===== src/rtl/eic_ahb_ctrl.sv =====
// eic_ahb_ctrl: AHB-Lite register file configuring the EIC channel array
// (mask, sense modes, forced request writes) and clearing acknowledged requests.
module eic_ahb_ctrl #(
    parameter int EIC_DIRECT_CHANNELS = 32,
    parameter int EIC_SENSE_CHANNELS  = 32,
    localparam int EIC_TOTAL_CHANNELS = EIC_DIRECT_CHANNELS + EIC_SENSE_CHANNELS
) (
    input  logic                            CLK,
    input  logic                            RESET,
    input  logic                            HSEL,
    input  logic [5:0]                      HADDR,
    input  logic [1:0]                      HTRANS,
    input  logic                            HWRITE,
    input  logic                            HREADY,
    input  logic [31:0]                     HWDATA,
    output logic [31:0]                     HRDATA,
    output logic                            HREADYOUT,
    output logic                            HRESP,
    input  logic [EIC_TOTAL_CHANNELS-1:0]   request,
    input  logic [5:0]                      irqNumber,
    input  logic                            EIC_IAck,
    output logic [EIC_TOTAL_CHANNELS-1:0]   mask,
    output logic [2*EIC_SENSE_CHANNELS-1:0] sense,
    output logic [EIC_TOTAL_CHANNELS-1:0]   requestWR,
    output logic [EIC_TOTAL_CHANNELS-1:0]   requestIn
);
    localparam logic [63:0] VMASK  = (EIC_TOTAL_CHANNELS >= 64) ? '1 : ((64'd1 << EIC_TOTAL_CHANNELS) - 64'd1);
    localparam logic [63:0] VSENSE = (2*EIC_SENSE_CHANNELS >= 64) ? '1 : ((64'd1 << (2*EIC_SENSE_CHANNELS)) - 64'd1);
    logic        r_cfg;
    logic [63:0] r_mask;
    logic [63:0] r_sense;
    logic [63:0] r_req_wr;
    logic [63:0] r_req_in;
    logic        r_wr_en;
    logic        r_rd_en;
    logic [3:0]  r_idx;
    logic        w_acc;
    logic [63:0] w_req;
    logic [63:0] w_set;
    logic [63:0] w_clr;
    logic [63:0] w_ack;
    logic        w_unused;
    assign w_unused  = &{1'b0, HADDR[1:0], HTRANS[0]};
    assign w_acc     = HSEL & HREADY & HTRANS[1];
    assign w_req     = 64'(request);
    assign w_set     = (r_wr_en && r_idx == 4'd6) ? {32'd0, HWDATA} :
                       (r_wr_en && r_idx == 4'd7) ? {HWDATA, 32'd0} : 64'd0;
    assign w_clr     = (r_wr_en && r_idx == 4'd8) ? {32'd0, HWDATA} :
                       (r_wr_en && r_idx == 4'd9) ? {HWDATA, 32'd0} : 64'd0;
    assign w_ack     = (EIC_IAck && irqNumber != 6'd0) ? (64'd1 << (irqNumber - 6'd1)) : 64'd0;
    assign HREADYOUT = 1'b1;
    assign HRESP     = 1'b0;
    assign mask      = r_mask[EIC_TOTAL_CHANNELS-1:0] & {EIC_TOTAL_CHANNELS{r_cfg}};
    assign sense     = r_sense[2*EIC_SENSE_CHANNELS-1:0];
    assign requestWR = r_req_wr[EIC_TOTAL_CHANNELS-1:0];
    assign requestIn = r_req_in[EIC_TOTAL_CHANNELS-1:0];
    always_ff @(posedge CLK or posedge RESET) begin
        if (RESET) begin
            r_cfg    <= 1'b0;
            r_mask   <= '0;
            r_sense  <= '0;
            r_req_wr <= '0;
            r_req_in <= '0;
            r_wr_en  <= 1'b0;
            r_rd_en  <= 1'b0;
            r_idx    <= '0;
        end else begin
            r_wr_en  <= w_acc & HWRITE;
            r_rd_en  <= w_acc & ~HWRITE;
            if (w_acc) r_idx <= HADDR[5:2];
            // bus set/clear overrides the ack because requestIn only carries the bus set bits
            r_req_wr <= (w_set | w_clr | w_ack) & VMASK;
            r_req_in <= w_set & VMASK;
            if (r_wr_en) begin
                case (r_idx)
                    4'd0:    r_cfg           <= HWDATA[0];
                    4'd2:    r_mask[31:0]    <= HWDATA & VMASK[31:0];
                    4'd3:    r_mask[63:32]   <= HWDATA & VMASK[63:32];
                    4'd10:   r_sense[31:0]   <= HWDATA & VSENSE[31:0];
                    4'd11:   r_sense[63:32]  <= HWDATA & VSENSE[63:32];
                    default: ;
                endcase
            end
        end
    end
    always_comb begin
        HRDATA = '0;
        if (r_rd_en) begin
            case (r_idx)
                4'd0:    HRDATA = {31'd0, r_cfg};
                4'd1:    HRDATA = {23'd0, |request, 2'd0, irqNumber};
                4'd2:    HRDATA = r_mask[31:0];
                4'd3:    HRDATA = r_mask[63:32];
                4'd4:    HRDATA = w_req[31:0];
                4'd5:    HRDATA = w_req[63:32];
                4'd10:   HRDATA = r_sense[31:0];
                4'd11:   HRDATA = r_sense[63:32];
                default: HRDATA = '0;
            endcase
        end
    end
endmodule


===== config.mk =====
export PLATFORM = sky130hd
export DESIGN_NAME = eic_ahb_ctrl
export DESIGN_NICKNAME = d
export VERILOG_FILES = /design/src/rtl/eic_ahb_ctrl.sv
export SDC_FILE = /design/constraint.sdc
export NUM_CORES = 1
export LEC_CHECK = 0
export ABC_AREA = 0
export CORE_ASPECT_RATIO = 0.7
export CORE_MARGIN = 5
export CORE_UTILIZATION = 40
export CTS_BUF_LIST = sky130_fd_sc_hd__clkbuf_4 sky130_fd_sc_hd__clkbuf_8 sky130_fd_sc_hd__clkbuf_16
export DETAILED_ROUTE_END_ITERATION = 10
export DONT_BUFFER_PORTS = 1
export MAX_ROUTING_LAYER = met4
export REMOVE_ABC_BUFFERS = 1
export SYNTH_ARGS = -nofsm -noshare
export SYNTH_HDL_FRONTEND = slang
export SYNTH_SLANG_ARGS = --single-unit

===== constraint.sdc =====
create_clock -name CLK -period 8.6 [get_ports CLK]
set_input_delay 0.43 -clock CLK [delete_from_list [all_inputs] [get_ports CLK]]
set_output_delay 0.43 -clock CLK [all_outputs]
set_load 0.03 [all_outputs]

==> results.json, run 1 <==
{
  "synth_common_cells": "dfrtp_1, mux2_2, and2_1",
  "antenna_found_initial": 4,
  "slew_headroom_pct": 11.0,
  "synth.most_common_cell": "dfrtp_1",
  "dp_slack_ps": 4730,
  "synthCells": 957,
  "drc": 0,
  "globalRouteOverflowTotal": 0,
  "rsz0062_at_grt": "false",
  "grt_usage_pct": 27.8,
  "critPathRequiredTime_ps": 8170,
  "worst-r2r-setup-slack_ps": 4740,
  "hold_start": "HWDATA[0]",
  "status": "complete, no violations",
  "place_congestion": 0.895,
  "synth.distinct_cells": 48,
  "grt_pass1_vias": 8372,
  "finalCriticalPeriod_ps": 4450,
  "synth_seq_area_share_pct": 57.2,
  "vias": 8341,
  "via_per_inst": 6.15,
  "yosysWarnings": 0,
  "reg2reg_from": "r_idx[1]$_DFFE_PP0P_",
  "dieHeight_um": 152,
  "die_x_um": 213,
  "synth_area_per_cell_um2": 12.0,
  "fmax_ghz": 0.225,
  "firstDrtPassIters": 9,
  "dieArea_um2": 32300,
  "nNetsFinal": 1074,
  "routed_wl_mm": 45.2,
  "vdd_drop_max_v": 0.000130,
  "critical_path.cell_chain": "nor3b_4, nor2b_2, buf_4, a22oi_1, a21oi_1",
  "coreArea_um2": 28600,
  "r2r_cells": 4,
  "slowest_delay_ps": 870,
  "critPathCapture": "HRDATA[26]",
  "cts_tree": "yes",
  "drtIter0Drc": 976,
  "cts_resized": 0,
  "synthFlopType": "dfrtp_1",
  "drv_slew": 0,
  "r2r-end": "r_mask[52]$_DFFE_PP0P_",
  "cts_setup_buffers": 0,
  "root_buffer": "clkbuf_16",
  "postRouteAntennaNets": 0,
  "cts.hold.buffers_added": 34,
  "grt_pass1_wl_mm": 63.9,
  "areaGrowthSynthToFinish_pct": 13.5,
  "synth_top_area_cell": "dfrtp_1",
  "worstHoldPathType": "input port to flip-flop",
  "clockBufferDepth": 3,
  "worst_pin_slew_ps": 1330,
  "crit_type": "flip-flop to primary output",
  "tns_ps": 0,
  "setup_slack_ps": 4150,
  "startpoint_type": "flip-flop",
  "cts_buffers": 26,
  "critPathMaxFanout": 22,
  "io_pins": 406,
  "routedWlPerCell_um": 33.3,
  "synth_edf_count": 0,
  "num_rows": 52,
  "start_util_pct": 40.2,
  "cts_htree_levels": 1,
  "maxCapViolations": 0,
  "synthTopCellsByArea": "dfrtp_1, mux2_2, and2_1",
  "synth_seq_cells": 263,
  "cellLeakagePower_uw": 0.00567,
  "cp_slowest_cell": "dfrtp_1",
  "port_buffers": 0,
  "layout-drive-gt1-share_pct": 22.4,
  "arrival_ps": 4020,
  "syn-cell-area_um2": 11500,
  "dp_hpwl_mm": 30.3,
  "cp-startpoint": "r_idx[2]$_DFFE_PP0P_",
  "finalSetupViolations": 0,
  "power.density_nw_per_um2": 252,
  "synth_top_cell_area_share_pct": 57.2,
  "synthArstFlopShare_pct": 100,
  "clkTransAtPathRegs_ps": 70,
  "grt_max_degree": 173,
  "cts.sinks": 263,
  "min_period_over_period_pct": 51.7,
  "end_kind": "primary output",
  "clock_latency_ps": 550,
  "finalClockSkew_ps": 9.90,
  "final_hold_viol_count": 0
}
per-layer routing:
layer,wire (um),track usage [%],vias up
met5,0,-,-
met1,18500,37.4,4312
met2,19600,39.4,536
met4,1040,5.42,0
li1,-,-,3425
met3,6020,12.1,68
sequential cells by signal (all words and copies together) (netlist names):
signal     cells
requestIn     64
r_rd_en        1
sense         64
r_mask        64
requestWR     64
r_cfg          1
r_wr_en        1
r_idx          4
worst min-delay path by stage:
| stage | to | slack [ps] | cells past startpoint |
|---|---|---|---|
| finish | requestIn[32]$_DFF_PP0_ | 10 | 1 |
| global route | r_mask[25]$_DFFE_PP0P_ | 2 | 1 |
| CTS | requestWR[22]$_DFF_PP0_ | 0.07 | 2 |
| global placement | requestIn[35]$_DFF_PP0_ | 410 | 1 |
| detailed placement | requestIn[35]$_DFF_PP0_ | 410 | 1 |
| floorplan | r_mask[1]$_DFFE_PP0P_ | 480 | 1 |
placed cells by master (no fill, tap or decap), types with 3 or more instances in the layout:
cell,synthesis,final
o21ai_0,53,53
a21oi_1,19,19
dfrtp_1,263,262
nand4_1,7,7
nand3b_1,10,10
clkbuf_16,0,26
bufinv_16,0,3
nand2_1,87,85
clkbuf_8,0,5
nor2_4,0,4
clkinv_2,0,3
a22o_1,15,15
o21ai_1,5,5
nand2b_1,5,5
nor4_1,18,18
a222oi_1,35,35
mux2_1,11,11
nor2_1,11,9
a22oi_1,18,18
clkbuf_4,0,7
a31oi_1,13,13
mux2_2,140,140
nand3_1,5,4
buf_4,12,10
inv_1,4,3
dlygate4sd3_1,0,34
and2_1,131,131
where the power goes:
part / internal (uW) / switching [uW]
Clock: 715 / 495
Sequential: 1330 / 203
Combinational: 175 / 372
metrics by stage:
| stage | util (%) | cell area, um2 | cells | hold slack (ps) | total power (uW) |
|---|---|---|---|---|---|
| floorplan | - | 11200 | 885 | 477 | 1900 |
| global placement | 41.3 | 11800 | 1274 | 414 | 2070 |
| detailed placement | 41.3 | 11800 | 1274 | 413 | 2080 |
| CTS | 45.6 | 13100 | 1355 | 0.0655 | 3310 |
| global route | 45.6 | 13100 | 1355 | 2.01 | 3410 |
| finish | 45.6 | 13100 | 1357 | 13.7 | 3290 |
worst max-delay path, delay by kind of cell (launching register included):
kind,cells,cell delay [ps]
AO/OA/AOI/OAI,2,880
flip-flops,1,870
AND/OR/NAND/NOR,2,1300
buffers and inverters,1,410
cells by family after synthesis:
| logic type | count (synthesis) | share of synthesized area (%) |
|---|---|---|
| muxes | 152 | 14.9 |
| other | 2 | 0.0652 |
| AOI/OAI and AO/OA | 165 | 9.88 |
| buffers and inverters | 76 | 3.26 |
| xor gates and xnor gates | 2 | 0.152 |
| and+or+nand+nor | 297 | 14.6 |
| DFF | 263 | 57.2 |
final cells by class:
cell class / instances / area, um2
Tap cell: 378 / 473
Timing Repair Buffer: 45 / 435
Multi-Input combinational cell: 618 / 4640
Clock inverter: 9 / 138
Inverter: 4 / 22.5
Sequential cell: 263 / 6580
Fill cell: 2590 / 15600
Clock buffer: 38 / 772
Antenna cell: 2 / 5.00
(Power assumes the default switching activity.)
==> inputs of run 2 (changes only) <==
Settings changed: ABC_AREA 0 to 1.
Clock period 8.6 ns to 3.9 ns, I/O delays scaled along.
==> results.json, run 2 <==
{
  "firstDrtPassIters": 6,
  "maxCapViolations": 0,
  "critPathMaxFanout": 28,
  "start_util_pct": 40.6,
  "r2r_cells": 8,
  "finalCriticalPeriod_ps": 3320,
  "vdd_drop_max_v": 0.000290,
  "die_x_um": 215,
  "arrival_ps": 3130,
  "placedCellCount": 1738,
  "slowest_delay_ps": 870,
  "drc": 0,
  "critPathTopFamily": "simple AND/OR/NAND/NOR gates",
  "min_period_over_period_pct": 85.2,
  "clkTransAtPathRegs_ps": 70,
  "mostFrequentLayoutCell": "nand2_1",
  "coreArea_um2": 28900,
  "synthCells": 1416,
  "muxShareOfSynthArea_pct": 0,
  "postRouteAntennaNets": 0,
  "dieHeight_um": 153,
  "synth.distinct_cells": 30,
  "synth_top_area_cell": "dfrtp_1",
  "cts_htree_levels": 1,
  "synth_seq_area_share_pct": 56.1,
  "synth_top_family_by_area": "simple AND/OR/NAND/NOR gates",
  "crit_type": "flip-flop to primary output",
  "grt_pass1_wl_mm": 67.1,
  "cts_tree": "yes",
  "areaGrowthSynthToFinish_pct": 15.5,
  "whs_ps": 26.9,
  "finalNonFillerCells": 1846,
  "synth_area_per_cell_um2": 8.29,
  "cellLeakagePower_uw": 0.00684,
  "critPathCapture": "HRDATA[18]",
  "placed_area_um2": 12100,
  "worst-r2r-setup-slack_ps": 1180,
  "r2r-end": "requestWR[22]$_DFF_PP0_",
  "io_pins": 406,
  "critical_path.cell_chain": "inv_2, nand2_1, nor2_4, buf_4, nand2_1, nand3_1, nor2_1, a21oi_1",
  "cts_buffers": 27,
  "power.density_nw_per_um2": 566,
  "root_buffer": "clkbuf_16",
  "globalRouteOverflowTotal": 0,
  "fmax_ghz": 0.301,
  "syn-cell-area_um2": 11700,
  "worstHoldPathType": "input port to flip-flop",
  "critPathRequiredTime_ps": 3700,
  "worst_pin_slew_ps": 1090,
  "grt_pass1_vias": 10100,
  "yosysWarnings": 0,
  "cp-startpoint": "r_idx[3]$_DFFE_PP0P_",
  "final_hold_viol_count": 0,
  "startpoint_type": "flip-flop",
  "reg2reg_from": "r_wr_en$_DFF_PP0_",
  "end_kind": "primary output",
  "port_buffers": 0,
  "place_congestion": 0.890,
  "finalSetupViolations": 0,
  "synthSimpleGateAreaFrac_pct": 20.6,
  "synth_seq_cells": 263,
  "antenna_found_initial": 0,
  "status": "complete, no violations",
  "cts.sinks": 263,
  "synth.most_common_cell": "nand2_1",
  "synth-compound-area-share_pct": 14.6,
  "routedWlPerCell_um": 24.7,
  "dp_hpwl_mm": 31.7,
  "cp_num_buf_inv": 2,
  "synthFlopType": "dfrtp_1",
  "power_uw": 7680,
  "path_depth": 8,
  "synthXorXnorAreaFrac_pct": 0.139,
  "final_cell_mix": "nand2_1, dfrtp_1, nor2_1",
  "design_area_um2": 13600,
  "cpMostUsedCell": "nand2_1",
  "nNetsFinal": 1568,
  "layout-drive-gt1-share_pct": 8.11,
  "via_per_inst": 5.52,
  "drv_slew": 0,
  "synth_edf_count": 0,
  "grt_usage_pct": 27.5,
  "synth_top_cell_area_share_pct": 56.1,
  "routed_wl_mm": 45.5,
  "drtIter0Drc": 1005,
  "multiInputGateArea_um2": 4190,
  "synthArstFlopShare_pct": 100,
  "cp_slowest_cell": "nor2_4",
  "clock_latency_ps": 540,
  "finalClockSkew_ps": 14.4,
  "rsz0062_at_grt": "false",
  "slew_headroom_pct": 27.2,
  "cts_setup_buffers": 0,
  "cts_resized": 0,
  "seq_area_um2": 6580,
  "grt_max_degree": 129,
  "synth_common_cells": "nand2_1, dfrtp_1, nor2_1",
  "synthAdderAreaFrac_pct": 0,
  "num-fill-cells": 2836,
  "clockBufferDepth": 3,
  "n_antenna_cell": 0,
  "vias": 10200,
  "num_rows": 52,
  "dieArea_um2": 32900,
  "synthTopCellsByArea": "dfrtp_1, nand2_1, o21ai_0"
}
==> run 2: cell count changes in the layout (fill, tap and decap cells not counted), sizes merged, moves of 10 or more <==
cell / change
a222oi: -35
a22oi: -18
and2: -131
dlygate4sd3: +29
inv: +159
mux2: -151
nand2: +341
nand3b: -10
nor2: +160
nor4: -17
o21ai: +137
o22ai: +30
==> run 2: what timing repair did <==
item	CTS	global route
endpoints found under the hold margin	386	0
endpoints found under the setup margin	0	0
hold buffers	63	0
==> run 2: worst min-delay path by stage <==
stage,startpoint,to,slack (ps),cells after the start
global placement,HWRITE,r_rd_en$_DFF_PP0_,260,1
detailed placement,HWRITE,r_rd_en$_DFF_PP0_,270,1
global route,irqNumber[1],requestWR[4]$_DFF_PP0_,30,5
finish,irqNumber[1],requestWR[4]$_DFF_PP0_,30,5
floorplan,HWRITE,r_rd_en$_DFF_PP0_,260,1
CTS,HREADY,r_wr_en$_DFF_PP0_,0.4,2
==> run 2: layout make-up <==
cell class	count	share of cell area (%)
clock buffers	35	5.61
clock inverters	10	0.785
inverters	165	4.62
multi-input cells	912	30.9
flip-flops and latches	263	48.6
well taps	378	3.49
repair buffers	83	6.04
==> run 2: worst register-to-register path: stages (launching register included) <==
cell	delay (ps)
dfrtp_1	590
inv_1	160
nor3_1	220
nor2_1	80
inv_1	500
buf_4	380
nand2_1	110
o21ai_2	60
dlygate4sd3_1	560
==> run 2: logic make-up after synthesis <==
kind of cell | count (synthesis)
and+or+nand+nor | 618
AOI/OAI and AO/OA | 291
DFF | 263
buffers and inverters | 241
other | 2
xor gates and xnor gates | 1
==> run 2: layer usage <==
metal | wire (um) | vias up | global-route usage [%]
li1 | - | 4517 | -
met1 | 19100 | 5007 | 36.8
met2 | 20300 | 579 | 41.1
met3 | 4870 | 85 | 8.60
met4 | 1210 | 0 | 6.74
met5 | 0 | - | -
==> run 2: through the flow <==
| step | util, % | TNS, ps | worst slack (ps) |
|---|---|---|---|
| 2_1_floorplan | - | -929760 | -3540 |
| 3_3_place_gp | 41.7 | 0 | 1240 |
| 3_5_place_dp | 41.7 | 0 | 1190 |
| 4_1_cts | 46.9 | 0 | 600 |
| 5_1_grt | 46.9 | 0 | 410 |
| 6_report | 46.9 | 0 | 578 |
==> run 2: power by group <==
group	internal, uW	switching, uW	leakage [uW]
Sequential	3040	740	0.00310
Clock	1500	1080	0.000436
Combinational	319	994	0.00331
Total	4860	2810	0.00684
